## config.mk

```make
export PLATFORM = sky130hd
export DESIGN_NAME = ram_checksum
export DESIGN_NICKNAME = d
export VERILOG_FILES = /design/src/rtl/ram_checksum.sv
export SDC_FILE = /design/constraint.sdc
export NUM_CORES = 1
export LEC_CHECK = 0
export BUFFER_PORTS_ARGS = -buffer_cell sky130_fd_sc_hd__buf_4
export CORE_MARGIN = 4
export CORE_UTILIZATION = 65
export CTS_CLUSTER_DIAMETER = 200
export DETAILED_ROUTE_END_ITERATION = 7
export PLACE_DENSITY = 0.89
export SLEW_MARGIN = 15
export SYNTH_ARGS = -nofsm -noshare
export SYNTH_HDL_FRONTEND = slang
export SYNTH_SLANG_ARGS = --single-unit
```

## constraint.sdc

```tcl
create_clock -name clk -period 18.2 [get_ports clk]
set_input_delay 4.55 -clock clk [delete_from_list [all_inputs] [get_ports clk]]
set_output_delay 4.55 -clock clk [all_outputs]
set_load 0.02 [all_outputs]
```

## src/rtl/ram_checksum.sv

```systemverilog
// ram_checksum: single-port RAM with registered reads and a windowed two's-complement checksum sweep.
module ram_checksum #(
  parameter int DATA_W = 8,
  parameter int ADDR_W = 4
) (
  input  logic              clk,
  input  logic              reset,
  input  logic              writeE,
  input  logic [ADDR_W-1:0] adr,
  input  logic [DATA_W-1:0] din,
  output logic [DATA_W-1:0] dout,
  input  logic              cs_start,
  input  logic [ADDR_W-1:0] cs_base,
  input  logic [ADDR_W:0]   cs_len,
  output logic              cs_busy,
  output logic              cs_done,
  output logic [DATA_W-1:0] cs_sum
);
  localparam int DEPTH = 2**ADDR_W;
  typedef enum logic [1:0] {IDLE, SCAN, DONE} state_t;
  state_t            state_q;
  logic [DATA_W-1:0] mem_q [DEPTH];
  logic [DATA_W-1:0] dout_q, sum_q, acc_q, acc_d;
  logic [ADDR_W-1:0] ptr_q;
  logic [ADDR_W:0]   cnt_q, len_d;
  assign acc_d   = acc_q + mem_q[ptr_q];
  assign len_d   = cs_len > (ADDR_W+1)'(DEPTH) ? (ADDR_W+1)'(DEPTH) : cs_len;
  assign dout    = dout_q;
  assign cs_sum  = sum_q;
  assign cs_busy = state_q != IDLE;
  assign cs_done = state_q == DONE;
  always_ff @(posedge clk or posedge reset) begin
    if (reset) begin
      for (int i = 0; i < DEPTH; i++) mem_q[i] <= '0;
      state_q <= IDLE;
      dout_q  <= '0;
      sum_q   <= '0;
      acc_q   <= '0;
      ptr_q   <= '0;
      cnt_q   <= '0;
    end else begin
      case (state_q)
        IDLE: begin
          if (writeE) mem_q[adr] <= din;
          dout_q <= writeE ? din : mem_q[adr];
          if (cs_start) begin
            acc_q   <= '0;
            ptr_q   <= cs_base;
            cnt_q   <= len_d;
            state_q <= cs_len == '0 ? DONE : SCAN;
            if (cs_len == '0) sum_q <= '0;
          end
        end
        SCAN: begin
          acc_q <= acc_d;
          ptr_q <= ptr_q + ADDR_W'(1);
          cnt_q <= cnt_q - (ADDR_W+1)'(1);
          // last word: publish the negated running sum so sum + cs_sum wraps to zero
          if (cnt_q == (ADDR_W+1)'(1)) begin
            state_q <= DONE;
            sum_q   <= -acc_d;
          end
        end
        DONE:    state_q <= IDLE;
        default: state_q <= IDLE;
      endcase
    end
  end
endmodule

```

==> run_results.csv, run 1 <==
group,metric,value,unit
die,die_w,125,um
worst_setup_path,worst_r2r_path_depth,11,
worst_setup_path,cp-end-kind,"flip-flop",
status,status,"complete, no violations",
logic_synthesis,ys_warn_count,0,
worst_hold_path,hold_start,"acc_q[5]",
sta,final_max_slew_viol_count,0,
logic_synthesis,yosysTopAreaCell,"dfrtp_1",
worst_setup_path,worst_ep_required_time,18520,ps
logic_synthesis,syn_inst,643,
worst_setup_path,crit_chain,"buf_4 > nor3b_1 > nand2_1 > mux2_2",
die,ios,43,
route,dr.pass1.iters,5,
global_route,first_global_vias,6344,
cts,cts_tree,"built",
layout,stdcell_area,9930,um2
worst_hold_path,hold_class,"reg2reg",
worst_hold_path,holdPathEnd,"acc_q[5]",
layout,drive_gt1_share,44.3,%
power,powerDensity,185,nW/um2
power,leakage,4.40,nW
place,portBuffers,42,
sta,rsz0062_at_grt,"false",
worst_setup_path,worst-path-max-fanout,36,
cts,post_cts_resize_count,0,
logic_synthesis,synth_area_leaders,"dfrtp_1, mux4_2, mux2_2, ha_1, nor2_1",
layout,antenna_cells,0,
layout,synthToLayoutAreaGrowth,11.3,%
route,via_count,5969,
worst_setup_path,setup.worst_path.class,"in2reg",
logic_synthesis,async_reset_ff_share,100,%
cts,cts_setup_buffers,0,
cts,ctsLongestPathBuffers,2,
sta,worst_slew_pin_slew,1160,ps
cts,cts_hold_buf,0,
layout,utilization,74.4,%
logic_synthesis,ys.flop_type,"dfrtp_1",
power,p_total,1.84,mW
sta,slew_headroom,22.1,%
logic_synthesis,synth-edff-count,0,
sta,hold_viol,0,
worst_hold_path,min_path_cells,2,
logic_synthesis,synth_nets,680,
place,place_ws,11470,ps
logic_synthesis,synth_top_area_share,45.7,%
cts,cts-htree-levels,4,
job,cap_viol_max_count,0,
cts,clk_latency,440,ps
global_route,antenna_found_initial,0,
die,core-area,13300,um2
sta,clock-skew-final,9.57,ps
sta,layout_min_cycle_time,6310,ps
sta,max_freq,159,MHz
logic_synthesis,synth_seq_cells,163,
cts,cts_root_buf,"clkbuf_16",
route,wirelength,21900,um
worst_setup_path,cp-start-kind,"input port",
place,hpwl,14000,um
global_route,grt_max_degree,88,
logic_synthesis,synth_seq_area_share,45.7,%
global_route,grt_pass1_wl,35100,um
sta,period_share,34.7,%
die,chipHeight,125,um
worst_setup_path,slowest_stage,"nand2_1",
place,placed_cell_area,9320,um2
route,drc,0,
layout,finalNetCount,701,
global_route,grtUsageTotal,29.4,%
die,initial_core_util,66.9,%
sta,tns,0,ps
route,wire_per_inst,25.7,um
global_route,grt_overflow_total,0,
die,rows,42,
route,viasPerCell,7.00,
place,gp_congestion,0.844,
route,ant_nets,0,
logic_synthesis,avgSynthCellArea,13.9,um2
sta,layout_setup_ws,11890,ps
worst_setup_path,r2r-end,"cs_sum[7]",
route,drtIter0Drc,483,
logic_synthesis,synth_area,8920,um2
cts,cts_num_sinks,163,
worst_setup_path,r2r-start,"ptr_q[0]",
cts,clk_pin_slew_worst_paths,60,ps
worst_setup_path,slowest_delay,570,ps
logic_synthesis,yosysUniqueCellTypes,54,
worst_setup_path,ff2ff_setup_slack,13800,ps
power,peakVddDrop,0.102,mV
cts,cts_made_buffers,17,
worst_setup_path,crit_arrival,6620,ps
die,die-area,15700,um2
sta,setup_viol,0,
sequential cells by signal (all words and copies together), names as in the netlist:
name,cells
dout,8
cs_sum,8
cnt_q,5
mem_q,128
ptr_q,4
acc_q,8
state_q,2
cells in the final DEF, fill, tap and decap left out, types with 3 or more instances in the layout:
cell / count
a22o_1: 6
nand2_1: 26
xnor2_1: 5
nor3_1: 3
nor2_1: 35
inv_8: 3
o21ai_0: 11
nor2_2: 3
mux4_2: 79
a211oi_1: 3
nor2b_1: 7
or3_1: 4
nor3b_1: 6
a221oi_1: 3
inv_1: 11
a221o_1: 3
a21oi_1: 21
dfrtp_1: 162
mux2_2: 130
mux2i_1: 11
o31ai_1: 3
nand3_1: 6
nand2b_1: 4
buf_4: 46
ha_1: 11
or2_2: 3
nand4_1: 4
nor4_1: 4
clkbuf_16: 17
inv_6: 6
o21a_1: 3
synthesized netlist by cell type (4+ instances only):
library cell  number
a21oi_1           21
a22o_1             6
buf_1              5
buf_2              8
clkbuf_1          30
dfrtp_1          163
ha_1              11
inv_1             12
mux2_2           130
mux2i_1           11
mux4_2            79
nand2_1           26
nand2b_1           4
nand3_1            6
nand4_1            4
nor2_1            35
nor2b_1            7
nor3b_1            6
nor4_1             4
o21ai_0           11
or3_1              4
xnor2_1            5
through the flow:
step,std cells,hold slack (ps)
CTS,853,498
floorplan,643,456
global placement,821,464
finish,853,501
detailed placement,821,483
global route,853,531
power breakdown:
part | total, mW | leakage [nW] | switching [mW] | internal, mW
sequential | 0.633 | 2.11 | 0.123 | 0.510
clock | 0.373 | 0.301 | 0.159 | 0.215
combinational | 0.831 | 1.99 | 0.404 | 0.428
worst max path at each step:
stage | endpoint | from | depth (start not counted)
2_1_floorplan | acc_q[0] | reset | 1
4_1_cts | mem_q[85] | adr[0] | 4
5_1_grt | mem_q[80] | adr[0] | 4
3_3_place_gp | mem_q[122] | adr[0] | 4
6_report | mem_q[84] | adr[0] | 4
3_5_place_dp | mem_q[85] | adr[0] | 4
cells by family (layout without fill, tap and decap cells):
kind of cell	count (synthesis)	in the layout	synth area share (%)
xor+xnor	6	6	0.589
fa+ha+maj	12	12	1.77
flops	163	163	45.7
compound gates	70	70	5.30
simple gates	115	115	6.52
mux	220	220	37.6
buf+inv	57	91	2.55
critical path: cells and delay by family:
kind | cells | cell delay (ps)
buffers and inverters | 1 | 530
and+or+nand+nor | 2 | 1070
muxes | 1 | 450
layer usage:
metal,track usage (%),wire length (um)
met5,0,0
met4,12.4,777
met3,8.70,1800
met2,48.3,11000
met1,36.9,8370
cell type report:
| class | count | area (um2) |
|---|---|---|
| timing repair buffer | 46 | 345 |
| fill | 815 | 3410 |
| tap | 176 | 220 |
| inverter | 13 | 53.8 |
| multi-input combinational | 423 | 4620 |
| clock inverter | 13 | 163 |
| sequential | 163 | 4080 |
| clock buffer | 19 | 453 |
(Power assumes the default switching activity.)
==> run 2: changes to the inputs <==
--- a/config.mk
+++ b/config.mk
@@ -7,10 +7,10 @@
 export LEC_CHECK = 0
 export BUFFER_PORTS_ARGS = -buffer_cell sky130_fd_sc_hd__buf_4
 export CORE_MARGIN = 4
-export CORE_UTILIZATION = 65
+export CORE_UTILIZATION = 56
 export CTS_CLUSTER_DIAMETER = 200
 export DETAILED_ROUTE_END_ITERATION = 7
-export PLACE_DENSITY = 0.89
+export PLACE_DENSITY = 0.82
 export SLEW_MARGIN = 15
 export SYNTH_ARGS = -nofsm -noshare
 export SYNTH_HDL_FRONTEND = slang
==> constraint.sdc (replaced) <==
create_clock -name clk -period 5.7 [get_ports clk]
set_input_delay 1.425 -clock clk [delete_from_list [all_inputs] [get_ports clk]]
set_output_delay 1.425 -clock clk [all_outputs]
set_load 0.02 [all_outputs]
==> run 2 against run 1 <==
Effect of this change: non-clock buffer count is 2 higher; sequential power grew to 3.3 times the previous value; clock power grew to 3.3 times the previous value; first-iteration DRC count is 17% higher; final cell count is 4.3% higher; global-route usage is 3.0 points lower; critical path type is now reg2reg; highest routed layer unchanged; power grew to 3.2 times the previous value; largest cell class unchanged; worst setup slack worse by 11000 ps; die area is 15% higher; critical endpoint is now cs_sum[6]; flip-flop and latch count stayed put; sequential share of layout area is 0.35 points lower.
==> run_results.csv, run 2 (synthesized netlist as in run 1, its figures left out) <==
group,metric,value,unit
global_route,grt_overflow_total,0,
die,ios,43,
cts,cts_tree,"built",
route,drc,0,
global_route,grtUsageTotal,26.4,%
sta,fin_hold_ws,483,ps
route,drtIter0Drc,564,
power,peakVddDrop,0.377,mV
route,ant_nets,0,
worst_hold_path,min_path_cells,2,
worst_hold_path,holdPathEnd,"cs_sum[3]",
route,wirelength,22400,um
sta,layout_min_cycle_time,4340,ps
worst_setup_path,worst_r2r_path_depth,10,
sta,slew_headroom,22.8,%
power,powerDensity,588,nW/um2
sta,clock-skew-final,9.61,ps
worst_setup_path,cp-start-kind,"flip-flop",
layout,stdcell_area,10000,um2
route,wire_per_inst,25.2,um
layout,drive_gt1_share,44.5,%
place,portBuffers,42,
worst_setup_path,ff2ff_setup_slack,1360,ps
layout,finalNetCount,703,
cts,post_cts_resize_count,0,
sta,setup_viol,0,
cts,clk_latency,430,ps
cts,cts_hold_buf,0,
layout,antenna_cells,0,
die,chipHeight,134,um
layout,synthToLayoutAreaGrowth,12.3,%
worst_setup_path,cp_top_family,"multiplexers",
worst_setup_path,worst_ep_required_time,6020,ps
worst_setup_path,crit_arrival,4660,ps
place,placed_cells,858,
die,core-area,15400,um2
cts,ctsLongestPathBuffers,2,
sta,layout_setup_ws,1360,ps
worst_setup_path,r2r-start,"ptr_q[0]",
sta,worst_slew_pin_slew,1150,ps
status,status,"complete, no violations",
sta,rsz0062_at_grt,"false",
sta,tns,0,ps
layout,fillers,1149,
cts,cts_root_buf,"clkbuf_16",
worst_setup_path,setup.worst_path.class,"reg2reg",
power,p_total,5.89,mW
worst_setup_path,cp_common_cell,"mux4_2",
place,gp_congestion,0.843,
die,rows,45,
route,viasPerCell,6.66,
layout,utilization,64.9,%
worst_setup_path,path_depth,10,
power,leakage,4.42,nW
global_route,grt_max_degree,121,
cts,cts_num_sinks,163,
sta,hold_viol,0,
cts,cts_made_buffers,17,
cts,cts-htree-levels,4,
route,via_count,5930,
layout,largest_reg_flops,128,
worst_setup_path,crit_chain,"buf_4 > mux4_2 > mux4_2 > ha_1 > o21ai_0 > o21a_1 > or3_1 > nor4_1 > xnor2_1 > a22o_1",
layout,final_cell_mix,"dfrtp_1, mux2_2, mux4_2, buf_4, nor2_1",
worst_setup_path,crit_buf_inv,1,
sta,period_share,76.1,%
die,initial_core_util,57.9,%
place,hpwl,14300,um
worst_setup_path,cp-end-kind,"flip-flop",
cts,cts_setup_buffers,0,
die,die_w,134,um
layout,fin_cells,890,
sta,final_max_slew_viol_count,0,
worst_hold_path,hold_class,"reg2reg",
die,die-area,18000,um2
sta,max_freq,231,MHz
worst_setup_path,r2r-end,"cs_sum[6]",
place,place_ws,1390,ps
global_route,antenna_found_initial,0,
cts,clk_pin_slew_worst_paths,60,ps
worst_setup_path,slowest_stage,"dfrtp_2",
worst_setup_path,slowest_delay,830,ps
layout,regMostFlops,"mem_q",
job,cap_viol_max_count,0,
worst_setup_path,worst-path-max-fanout,20,
place,placed_cell_area,9390,um2
layout,final_common_cell,"dfrtp_1",
global_route,grt_pass1_wl,35600,um
worst_hold_path,hold_start,"cs_sum[3]",
route,dr.pass1.iters,5,
global_route,first_global_vias,6211,
## run 2: changes by cell type in the layout (fill, tap and decap cells not counted), sizes merged
cell | before | now
bufinv | 2 | 3
clkinv | 2 | 1
clkbuf | 19 | 20
inv | 21 | 18
buf | 46 | 48
clkinvlp | 1 | 3
## run 2: final cells by class
type | instances | area (um2) | area share, %
Clock buffer | 20 | 467 | 4.66
Clock inverter | 12 | 165 | 1.65
Inverter | 13 | 52.6 | 0.524
Multi-Input combinational cell | 423 | 4620 | 46.1
Sequential cell | 163 | 4080 | 40.7
Tap cell | 211 | 264 | 2.63
Timing Repair Buffer | 48 | 373 | 3.72
## run 2: worst max-delay path by stage
| stage | from | end | slack, ps |
|---|---|---|---|
| 3_5_place_dp | ptr_q[0] | cs_sum[6] | 1390 |
| 2_1_floorplan | ptr_q[0] | cs_sum[7] | 1610 |
| 5_1_grt | ptr_q[0] | cs_sum[7] | 990 |
| 4_1_cts | ptr_q[0] | cs_sum[7] | 1390 |
| 3_3_place_gp | ptr_q[0] | cs_sum[6] | 1480 |
| 6_report | ptr_q[0] | cs_sum[6] | 1360 |
## run 2: worst min-delay path, stage by stage (launching register included)
cell and delay, ps:
dfrtp_1 340, nand2_1 50, o31ai_1 60
## run 2: metal layers
| metal | share of wire, % | global-route usage (%) |
|---|---|---|
| met1 | 41 | 36.3 |
| met2 | 49 | 41.4 |
| met3 | 7.1 | 5.66 |
| met4 | 2.9 | 10.6 |
| met5 | 0 | 0 |
## run 2: power breakdown
group	internal [mW]	switching, mW	leakage, nW
Combinational	1.37	1.23	2.00
Clock	0.734	0.500	0.306
Sequential	1.63	0.437	2.11
Total	3.73	2.16	4.42
==> run 3: changes to the inputs <==
--- a/config.mk
+++ b/config.mk
@@ -5,6 +5,7 @@
 export SDC_FILE = /design/constraint.sdc
 export NUM_CORES = 1
 export LEC_CHECK = 0
+export ABC_AREA = 1
 export BUFFER_PORTS_ARGS = -buffer_cell sky130_fd_sc_hd__buf_4
 export CORE_MARGIN = 4
 export CORE_UTILIZATION = 56
==> constraint.sdc (replaced) <==
create_clock -name clk -period 3.72 [get_ports clk]
set_input_delay 0.93 -clock clk [delete_from_list [all_inputs] [get_ports clk]]
set_output_delay 0.93 -clock clk [all_outputs]
set_load 0.02 [all_outputs]
==> run 3 against run 2 <==
Effect of this change: worst setup slack got worse by 1100 ps; flip-flop and latch count unchanged; power increased by 56%; area after synthesis increased by 0.14%; critical path depth increased by 5; synthesized cell count increased by 82%; non-clock buffer count increased by 21; largest power group unchanged; sequential power increased by 60%; clock skew about the same; first-iteration DRC count increased by 110%.
==> run_results.csv, run 3 <==
group,metric,value,unit
status,status,"complete, no violations",
logic_synthesis,yosys-top-cells-count,"nand2_1, o21ai_0, dfrtp_1, inv_1, nand3_1",
worst_hold_path,holdPathEnd,"dout[1]",
place,gp_congestion,0.970,
die,die_w,134,um
layout,fillers,1323,
route,wl_met2,11900,um
logic_synthesis,synth_area,8940,um2
logic_synthesis,syn_inst,1168,
sta,period_share,92.7,%
worst_hold_path,min_path_cells,2,
cts,cts_root_buf,"clkbuf_16",
worst_setup_path,r2r-start,"ptr_q[1]",
power,peakVddDrop,0.434,mV
die,ios,43,
global_route,grt_pass1_wl,43000,um
power,powerDensity,918,nW/um2
sta,layout_setup_ws,272,ps
route,drtIter0Drc,1164,
sta,worst_slew_pin_slew,877,ps
worst_setup_path,worst_r2r_path_depth,15,
worst_hold_path,hold_class,"reg2reg",
worst_setup_path,cp-start-kind,"flip-flop",
die,core-area,15400,um2
cts,cts_hold_buf,0,
cts,cts_made_buffers,17,
place,portBuffers,42,
worst_setup_path,ff2ff_setup_slack,270,ps
layout,final_common_cell,"nand2_1",
worst_setup_path,r2r-end,"cs_sum[6]",
sta,max_freq,290,MHz
global_route,antenna_found_initial,0,
worst_setup_path,slowest_stage,"dfrtp_2",
worst_setup_path,setup.worst_path.class,"reg2reg",
sta,tns,0,ps
route,dr.pass1.iters,8,
cts,clk_pin_slew_worst_paths,60,ps
layout,final_cell_mix,"nand2_1, o21ai_0, dfrtp_1, inv_1, nand3_1",
cts,clk_latency,440,ps
route,met1Wirelength,10700,um
route,via_count,8661,
sta,setup_viol,0,
power,leakage,4.68,nW
sta,slew_headroom,41.4,%
logic_synthesis,synth_area_leaders,"dfrtp_1, o21ai_0, nand2_1, inv_1, nand3_1",
layout,drive_gt1_share,10.4,%
sta,final_max_slew_viol_count,0,
logic_synthesis,avgSynthCellArea,7.65,um2
cts,cts_num_sinks,163,
route,wire_per_inst,18.7,um
die,rows,45,
worst_setup_path,crit_buf_inv,2,
cts,cts_setup_buffers,0,
logic_synthesis,synth_nets,1205,
logic_synthesis,async_reset_ff_share,100,%
place,place_ws,421,ps
worst_hold_path,hold_start,"dout[1]",
worst_setup_path,worst_ep_required_time,4040,ps
worst_setup_path,crit_arrival,3770,ps
global_route,first_global_vias,8198,
logic_synthesis,synth_seq_cells,163,
route,wirelength,26300,um
layout,register_area,4080,um2
cts,post_cts_resize_count,0,
logic_synthesis,ys_warn_count,0,
place,hpwl,17800,um
sta,layout_min_cycle_time,3450,ps
job,cap_viol_max_count,0,
sta,clock-skew-final,9.47,ps
layout,synthToLayoutAreaGrowth,11.9,%
cts,cts_tree,"built",
logic_synthesis,synth-edff-count,0,
global_route,grtUsageTotal,30.2,%
route,ant_nets,0,
logic_synthesis,ys.flop_type,"dfrtp_1",
layout,regMostFlops,"mem_q",
logic_synthesis,synth_seq_area_share,45.6,%
worst_setup_path,cp_top_family,"adder cells",
route,drc,0,
sta,hold_viol,0,
route,top_layer,"met4",
die,die-area,18000,um2
layout,largest_reg_flops,128,
logic_synthesis,yosysTopAreaCell,"dfrtp_1",
worst_setup_path,cp-end-kind,"flip-flop",
route,wl_met3,2650,um
logic_synthesis,synth_most_common_cell,"nand2_1",
worst_setup_path,worst-path-max-fanout,36,
global_route,grt_overflow_total,0,
worst_setup_path,crit_chain,"o21ai_0 > o21ai_0 > o221ai_1 > nand2_1 > ha_1 > fa_1 > inv_1 > ha_1 > inv_1 > nor2_1 > nand2_1 > nor2_1 > nand3_1 > nand2_1 > o21ai_0",
layout,finalNetCount,1218,
layout,antenna_cells,0,
die,initial_core_util,57.9,%
cts,cts-htree-levels,4,
cts,ctsLongestPathBuffers,2,
die,chipHeight,134,um
layout,multi_input_area,4100,um2
logic_synthesis,yosysUniqueCellTypes,39,
sta,fin_hold_ws,483,ps
global_route,grt_max_degree,50,
sta,rsz0062_at_grt,"false",
logic_synthesis,synth_top_area_share,45.6,%
route,viasPerCell,6.16,
worst_setup_path,slowest_delay,810,ps
## run 3: changes by cell type after synthesis, moves of 34 or more
| cell | change |
|---|---|
| a21oi_1 | +34 |
| o21ai_1 | +56 |
| nand3_1 | +72 |
| mux2_2 | -130 |
| nand2_1 | +238 |
| inv_1 | +96 |
| mux4_2 | -79 |
| o21ai_0 | +230 |
## run 3: how the worst max path moves through the flow
| stage | cells after the start | from | end | slack (ps) |
|---|---|---|---|---|
| final | 15 | ptr_q[1] | cs_sum[6] | 270 |
| after global routing | 18 | ptr_q[0] | cs_sum[7] | 100 |
| after CTS | 18 | ptr_q[0] | cs_sum[7] | 410 |
| after detailed placement | 18 | ptr_q[0] | cs_sum[7] | 420 |
| after global placement | 18 | ptr_q[0] | cs_sum[7] | 520 |
| after floorplan | 20 | ptr_q[0] | cs_sum[7] | 680 |
## run 3: worst reg2reg max path: stages, from the launching register on
cell	delay, ps
dfrtp_2	810
o21ai_0	180
o21ai_0	330
o221ai_1	200
nand2_1	150
ha_1	210
fa_1	470
inv_1	100
ha_1	180
inv_1	50
nor2_1	150
nand2_1	90
nor2_1	170
nand3_1	100
nand2_1	70
o21ai_0	70
## run 3: layer usage
layer,GRT usage (%),up-vias
met5,0,-
met4,13.1,0
met3,8.18,103
met2,46.2,542
met1,40.5,4039
li1,-,3977
## run 3: metrics by stage
stage,utilization [%],power (mW),instances,area [um2]
2_1_floorplan,-,6.07,1168,8940
3_3_place_gp,61.0,7.14,1373,9420
3_5_place_dp,61.0,7.28,1373,9420
4_1_cts,64.8,9.10,1405,10000
5_1_grt,64.8,9.88,1405,10000
6_report,64.8,9.18,1405,10000
## run 3: where the power goes
group / internal, mW / leakage, nW / switching [mW]
combinational: 1.51 / 2.29 / 2.61
clock: 1.07 / 0.280 / 0.708
sequential: 2.59 / 2.11 / 0.705
total: 5.17 / 4.68 / 4.02
## run 3: final cells by class
| type | count | share of cell area [%] |
|---|---|---|
| clock buffers | 22 | 4.54 |
| clock inverters | 10 | 1.33 |
| inverters | 112 | 4.27 |
| multi-input cells | 818 | 41.0 |
| flip-flops and latches | 163 | 40.8 |
| well taps | 211 | 2.64 |
| repair buffers | 69 | 5.43 |
## run 3: kinds of logic after synthesis
group | share of synthesized area, %
adders and majority gates | 1.76
AOI/OAI and AO/OA | 24.3
DFF | 45.6
buffers and inverters | 8.51
xor gates and xnor gates | 0.392
and+or+nand+nor | 19.4
